`src/rtl/demux_route_scheduler.sv`:
```
// Request FIFO plus IDLE/SETUP/STROBE sequencer for a 1-to-3 byte demux.
// Define SCHED_COUNT_EN to add the per-destination completion counters CNT1..CNT3.
module demux_route_scheduler #(
  parameter int DEPTH        = 4,
  parameter int SETUP_CYCLES = 1
) (
  input  logic       CLK,
  input  logic       RST,
  input  logic       REQ_VALID,
  output logic       REQ_READY,
  input  logic [7:0] REQ_DATA,
  input  logic [1:0] REQ_DEST,
  output logic [7:0] DMX_I,
  output logic [1:0] DMX_S,
  output logic [2:0] LOAD,
  input  logic [2:0] ACK,
  output logic       BUSY,
`ifdef SCHED_COUNT_EN
  output logic [7:0] CNT1,
  output logic [7:0] CNT2,
  output logic [7:0] CNT3,
`endif
  output logic       ERR
);

  localparam int AW = $clog2(DEPTH);
  localparam int CW = $clog2(DEPTH) + 1;
  localparam int SW = $clog2(SETUP_CYCLES + 1);

  typedef enum logic [1:0] {IDLE, SETUP, STROBE} state_t;

  state_t        state, state_nxt;
  logic [9:0]    fifo_mem [DEPTH];
  logic [AW-1:0] wr_ptr, rd_ptr;
  logic [CW-1:0] count, count_nxt;
  logic [SW-1:0] setup_cnt;
  logic          push, pop, drop, ack_hit, setup_done;
  logic [1:0]    cur_dest, dest_nxt;
  logic [7:0]    cur_data, data_nxt;
  logic [7:0]    dmx_i_nxt;
  logic [1:0]    dmx_s_nxt;
  logic [2:0]    load_nxt;

  function automatic logic [2:0] dest_onehot(input logic [1:0] dest);
    case (dest)
      2'b01:   return 3'b001;
      2'b10:   return 3'b010;
      2'b11:   return 3'b100;
      default: return 3'b000;
    endcase
  endfunction

  // Illegal destination code is consumed from the bus but never enters the FIFO.
  assign push       = REQ_VALID && REQ_READY && (REQ_DEST != 2'b00);
  assign drop       = REQ_VALID && REQ_READY && (REQ_DEST == 2'b00);
  assign pop        = (state == IDLE) && (count != '0);
  assign ack_hit    = (state == STROBE) && |(ACK & dest_onehot(cur_dest));
  assign setup_done = (setup_cnt == SW'(SETUP_CYCLES - 1));
  assign dest_nxt   = pop ? fifo_mem[rd_ptr][9:8] : cur_dest;
  assign data_nxt   = pop ? fifo_mem[rd_ptr][7:0] : cur_data;

  always_comb begin
    count_nxt = count;
    case ({push, pop})
      2'b10:   count_nxt = count + CW'(1);
      2'b01:   count_nxt = count - CW'(1);
      default: count_nxt = count;
    endcase
  end

  always_ff @(posedge CLK) begin
    if (push) fifo_mem[wr_ptr] <= {REQ_DEST, REQ_DATA};
    if (pop) begin
      cur_dest <= fifo_mem[rd_ptr][9:8];
      cur_data <= fifo_mem[rd_ptr][7:0];
    end
  end

  // State and registered outputs.
  always_ff @(posedge CLK) begin
    if (RST) begin
      state     <= IDLE;
      wr_ptr    <= '0;
      rd_ptr    <= '0;
      count     <= '0;
      setup_cnt <= '0;
      REQ_READY <= 1'b1;
      BUSY      <= 1'b0;
      ERR       <= 1'b0;
      DMX_I     <= 8'h00;
      DMX_S     <= 2'b00;
      LOAD      <= 3'b000;
    end else begin
      state     <= state_nxt;
      count     <= count_nxt;
      if (push) wr_ptr <= wr_ptr + AW'(1);
      if (pop) rd_ptr <= rd_ptr + AW'(1);
      if (pop) setup_cnt <= '0;
      else if (state == SETUP && !setup_done) setup_cnt <= setup_cnt + SW'(1);
      REQ_READY <= (count_nxt != CW'(DEPTH));
      BUSY      <= (state_nxt != IDLE) || (count_nxt != '0);
      ERR       <= drop;
      DMX_I     <= dmx_i_nxt;
      DMX_S     <= dmx_s_nxt;
      LOAD      <= load_nxt;
    end
  end

  always_comb begin
    state_nxt = state;
    case (state)
      IDLE:    if (count != '0) state_nxt = SETUP;
      SETUP:   if (setup_done) state_nxt = STROBE;
      STROBE:  if (ack_hit) state_nxt = IDLE;
      default: state_nxt = IDLE;
    endcase
  end

  always_comb begin
    dmx_s_nxt = 2'b00;
    dmx_i_nxt = 8'h00;
    load_nxt  = 3'b000;
    if (state_nxt != IDLE) begin
      dmx_s_nxt = dest_nxt;
      dmx_i_nxt = data_nxt;
      if (state_nxt == STROBE) load_nxt = dest_onehot(dest_nxt);
    end
  end

`ifdef SCHED_COUNT_EN
  always_ff @(posedge CLK) begin
    if (RST) begin
      CNT1 <= 8'h00;
      CNT2 <= 8'h00;
      CNT3 <= 8'h00;
    end else if (ack_hit) begin
      case (cur_dest)
        2'b01:   CNT1 <= CNT1 + 8'd1;
        2'b10:   CNT2 <= CNT2 + 8'd1;
        2'b11:   CNT3 <= CNT3 + 8'd1;
        default: ;
      endcase
    end
  end
`endif

endmodule

```
`config.mk`:
```
export PLATFORM = sky130hd
export DESIGN_NAME = demux_route_scheduler
export DESIGN_NICKNAME = d
export VERILOG_FILES = /design/src/rtl/demux_route_scheduler.sv
export SDC_FILE = /design/constraint.sdc
export NUM_CORES = 1
export LEC_CHECK = 0
export BUFFER_PORTS_ARGS = -buffer_cell sky130_fd_sc_hd__buf_4
export CORE_UTILIZATION = 35
export DETAILED_ROUTE_END_ITERATION = 10
export GPL_TIMING_DRIVEN = 0
export HOLD_SLACK_MARGIN = 0.06
export SLEW_MARGIN = 10
export SYNTH_ARGS = -nofsm -noshare
export SYNTH_HDL_FRONTEND = slang
export SYNTH_SLANG_ARGS = --single-unit
```
`constraint.sdc`:
```
create_clock -name CLK -period 2.5 [get_ports CLK]
set_input_delay 0.25 -clock CLK [delete_from_list [all_inputs] [get_ports CLK]]
set_output_delay 0.25 -clock CLK [all_outputs]
set_load 0.1 [all_outputs]
```
Word level (Yosys, flattened, before mapping)
Memories as Yosys holds them, arrays and structs flattened. A register that Yosys moved wholly into a read port is not among the register bits.
Cells that the tools add are included.
{"block": "op_classes", "n_addsub": 5, "eq_ne": 12, "muxes": 13, "n_bitwise": 3, "n_reduce_logical": 17}
{"operator": "$pmux 3 s3", "n": 2}
{"operator": "$eq 2x2->1 const B", "n": 7}
{"operator": "$mux 2", "n": 6}
{"operator": "$eq 2x1->1 const B", "n": 4}
{"operator": "$mux 8", "n": 1}
{"operator": "$logic_and 1x1->1", "n": 6}
{"operator": "$pmux 2 s3", "n": 1}
{"operator": "$pmux 3 s2", "n": 1}
{"operator": "$reduce_bool 3->1", "n": 2}
{"operator": "$reduce_or 3->1", "n": 2}
{"operator": "$add 2x1->2 const B", "n": 2}
{"operator": "$logic_not 2->1", "n": 2}
{"operator": "$reduce_bool 2->1", "n": 2}
{"operator": "$reduce_or 2->1", "n": 2}
{"operator": "$add 3x1->3 const B", "n": 1}
{"operator": "$and 3x3->3", "n": 1}
{"operator": "$ne 3x3->1 const B", "n": 1}
{"operator": "$sub 3x1->3 const B", "n": 1}
{"operator": "$mux 1", "n": 2}
{"operator": "$not 1->1", "n": 2}
{"operator": "$add 1x1->1 const B", "n": 1}
{"operator": "$logic_or 1x1->1", "n": 1}
{"block": "word_totals", "regBits": 36, "mem_bits_rw": 40, "in_bits": 16, "output_inout_bits": 16, "wordCells": 64, "n_memories": 1}
{"name": "fifo_mem", "words": 4, "width": 10, "rd": 1, "rd_ports_with_merged_regs": 1, "write_ports": 1, "line_no": "33", "text": "logic [9:0] fifo_mem [DEPTH];"}

Logic depth before layout (Yosys ltp)
{"block": "logic_depth", "word_depth": 10, "depth_mapped": 10, "ltp_nobuf": 10}

Least setup slack after synthesis
OpenSTA, ideal clock, no wires.
{"block": "synth_timing", "path_kind": "register to register", "start": "reg REQ_READY", "end": "reg BUSY", "setup_time_ns": 0.075, "arrival_time_ns": 2.670, "t_required_ns": 2.425, "setup_slack_ns": -0.244, "stages_incl_launch_ff": 10, "path_buffers": 0, "synth_period_minus_slack_ns": 2.744, "path_cell_list": "dfxtp_1 nand2_1 nor2_1 inv_1 ha_1 inv_1 fa_1 nor2b_1 mux2_2 a31oi_1"}
{"block": "synth_via", "elab_chain_cells": 6, "elab_cells_between_ends": 7, "classes_between": "2 x eq/ne; 1 x mux; 4 x reduce/logical"}
{"item": "from (decl)", "line_no": "10", "text": "output logic REQ_READY,"}
{"item": "from (signal assigned)", "line_no": "100", "text": "REQ_READY <= (count_nxt != CW'(DEPTH));"}
{"item": "$logic_and 1x1->1 * (2 in a row)", "line_no": "54", "text": "assign push = REQ_VALID && REQ_READY && (REQ_DEST != 2'b00);"}
{"item": "$eq 2x1->1 / $eq 2x2->1 (equally long branches)", "line_no": "64", "text": "case ({push, pop})"}
{"item": "$pmux 3 s2 *", "line_no": "64"}
{"item": "$reduce_bool 3->1 *", "line_no": "101", "text": "BUSY <= (state_nxt != IDLE) || (count_nxt != '0);"}
{"item": "$logic_or 1x1->1 *", "line_no": "101"}
{"item": "to (signal assigned)", "line_no": "101"}
{"item": "to (decl)", "line_no": "17", "text": "output logic BUSY,"}
Mark *: on every way between the ends. The rest lies on a longest branch, timed or not.
A chain may end at the register's enable or synchronous reset.

Final worst setup path
{"block": "layout_timing", "start": "reg count[0]", "end": "reg BUSY"}
{"block": "layout_via", "elab_chain_cells": 6, "elab_cells_between_ends": 12, "classes_between": "2 x add/sub; 2 x eq/ne; 3 x mux; 5 x reduce/logical"}
{"item": "from (decl)", "line_no": "35", "text": "logic [CW-1:0] count, count_nxt;"}
{"item": "from (signal assigned)", "line_no": "95", "text": "count <= count_nxt;"}
{"item": "parallel branches: the longest is 5 deep, another holds $sub 3x1->3"}
{"item": "$logic_or 1x1->1 *", "line_no": "101"}
Mark *: on every way between the ends.

==> flow_summary_export.csv <==
group,metric,value,unit
logic_synthesis,yosysUniqueCellTypes,35,
logic_synthesis,synth_flop_cell,"edfxtp_1",
clocking,cts.sinks,78,
placement,dp_hpwl,2900,µm
placement,place_area,3280,µm²
logic_synthesis,ys_warn_count,0,
clocking,cts_setup_buffers,1,
logic_synthesis,synth-edff-count,40,
critical_path,timing.rr.end,"BUSY",
timing,maxSlewViolCount,0,
critical_path,crit_path_end_kind,"register",
global_route,grt_pass1_vias,1449,
timing,setup_viol,0,
clocking,htreeDepth,3,
floorplanning,fp.dieW,93.3,µm
logic_synthesis,syn_inst,176,
timing,hold_viol,0,
logic_synthesis,synthArstFlopShare,0,
critical_path,crit_path_max_fanout,10,
timing,fmax,430,MHz
global_route,grt_usage,0.115,
timing,period_minus_slack,2330,ps
critical_path,r2r_setup_slack,170,ps
logic_synthesis,ys_seq_elements,78,
run_status,status,"completed",
timing,worst_pin_slew,749,ps
route,dr.first_iter.drc_count,70,
timing,finalClockSkew,6.12,ps
logic_synthesis,syn-num-nets,198,
clocking,numCtsBuffers,9,
route,wire_per_inst,13.3,µm
route,dr.pass1.iters,4,
cells_and_area,syn_to_final_growth,19.7,%
min_path,worstHoldPathCells,2,
route,num_vias,1455,
logic_synthesis,synth.avg_cell_area,16.6,µm²
global_route,grt_max_degree,16,
min_path,hold_path.class,"in -> reg",
clocking,ctsResizeCount,0,
clocking,cts_tree,"done",
clocking,cts_buffer_depth,2,
critical_path,required,2720,ps
cells_and_area,finalInstanceArea,3490,µm²
critical_path,r2r_cells,10,
global_route,antenna_found_initial,0,
clocking,clkLatencyLatePin,350,ps
route,postRouteAntennaNets,0,
floorplanning,core_area,7890,µm²
clocking,cts_hold_buf,0,
placement,io_buffers,31,
placement,gp_congestion,0.664,
floorplanning,start_util,0.370,
clocking,clkTransAtPathRegs,80,ps
route,drc,0,
flow_run,maxCapViolCount,0,
logic_synthesis,synth_seq_area_share,0.672,
min_path,hold_end,"ERR",
critical_path,start_kind,"register",
floorplanning,fp.dieH,93.3,µm
route,routed_wl,4350,µm
global_route,grt_pass1_wl,7110,µm
global_route,overflow,0,
critical_path,worstPathArrival,2550,ps
cells_and_area,diodes,0,
timing,rsz0062_at_grt,"false",
timing,fin_crit_sh,0.931,
floorplanning,row_count,32,
route,vias_per_cell,4.46,
cells_and_area,drive_gt1_frac,0.330,
logic_synthesis,syn-cell-area,2920,µm²
critical_path,worstReg2RegStart,"count[0]",
floorplanning,io_pins,32,
cells_and_area,fin_nets,241,
critical_path,critical_path_class,"reg -> reg",
min_path,min-delay-start,"RST",
clocking,root_buffer,"clkbuf_8",
floorplanning,die_area,8710,µm²
timing,slew_headroom,0.497,
## registers in the layout, indices dropped and copies added, names as in the netlist, named ones only
name / flops
fifo_mem: 40
DMX_I: 8
cur_data: 8
LOAD: 3
count: 3
DMX_S: 2
cur_dest: 2
rd_ptr: 2
state: 2
wr_ptr: 2
BUSY: 1
ERR: 1
REQ_READY: 1
setup_cnt: 1
## final cells by class
type | count | area [µm²]
fillers | 703 | 4390
flip-flops and latches | 78 | 1960
multi-input cells | 83 | 887
repair buffers | 32 | 240
well taps | 102 | 128
clock buffers | 9 | 124
clock inverters | 7 | 81.3
inverters | 11 | 41.3
plain buffers | 4 | 30.0
## critical path: stages (launching register included)
cell     delay [ps]
dfxtp_1         450
nor3_4           90
nor3_4          240
buf_6           200
ha_1            190
inv_1            60
fa_1            370
xor2_1          150
nor2_1          190
xnor2_1         170
a31oi_1         100
## cell families (layout without fill, tap and decap cells)
group                      after synthesis  count (layout)  share of synthesized area
muxes                                   23              23                      0.143
and+or+nand+nor                         42              42                     0.0908
buffers and inverters                   15              63                     0.0244
xor gates and xnor gates                 7               7                     0.0210
DFF                                     78              78                      0.672
adders and majority gates                6               6                     0.0283
AOI/OAI and AO/OA                        5               5                     0.0206
## how the worst max path moves through the flow
stage / start / to / depth (start not counted)
after global placement: count[0] / BUSY / 10
after global routing: count[0] / BUSY / 10
final: count[0] / BUSY / 10
after detailed placement: count[0] / BUSY / 10
after CTS: count[0] / BUSY / 10
after floorplan: REQ_READY / BUSY / 9
## synth_stat cells (2+ instances only)
| cell | instances | area share |
|---|---|---|
| buf_6 | 2 | 0.0077 |
| dfxtp_1 | 38 | 0.26 |
| nor4b_1 | 2 | 0.0060 |
| nor3_4 | 2 | 0.011 |
| mux4_1 | 8 | 0.072 |
| mux2_2 | 9 | 0.035 |
| and2_1 | 4 | 0.0086 |
| xor2_1 | 3 | 0.0090 |
| nor2b_1 | 12 | 0.026 |
| ha_1 | 5 | 0.021 |
| edfxtp_1 | 40 | 0.41 |
| mux4_2 | 2 | 0.015 |
| nor3_2 | 2 | 0.0069 |
| inv_1 | 10 | 0.013 |
| xnor2_1 | 4 | 0.012 |
| nor3_1 | 2 | 0.0034 |
| nor2_1 | 13 | 0.017 |
## cells in the final DEF (no fill, tap or decap), types with 3 or more instances in the layout
cell	count
clkbuf_8	9
edfxtp_1	40
and2_1	4
inv_1	10
mux4_1	8
mux2_2	9
nor2_1	13
buf_4	32
xor2_1	3
inv_6	3
dfxtp_1	37
nor2b_1	12
ha_1	5
xnor2_1	4
## per-layer routing
metal,share of wire,GRT usage
met1,0.46,0.135
met2,0.48,0.184
met3,0.034,0.0244
met4,0.026,0.0846
met5,0,0
## metrics by stage
step / hold WS (ps) / std cells / util / setup TNS (ps) / setup WS [ps]
floorplan: 326 / 176 / - / 0 / 82.8
global placement: 451 / 309 / 0.416 / 0 / 24.7
detailed placement: 457 / 309 / 0.416 / -3.89 / -3.89
CTS: 71.8 / 326 / 0.443 / 0 / 156
global route: 72.8 / 326 / 0.443 / 0 / 7.39
finish: 91.9 / 326 / 0.443 / 0 / 174
Power is left out: the tool's default activity adds up to more than one toggle a clock period on the data nets, which glitch-free logic cannot reach.
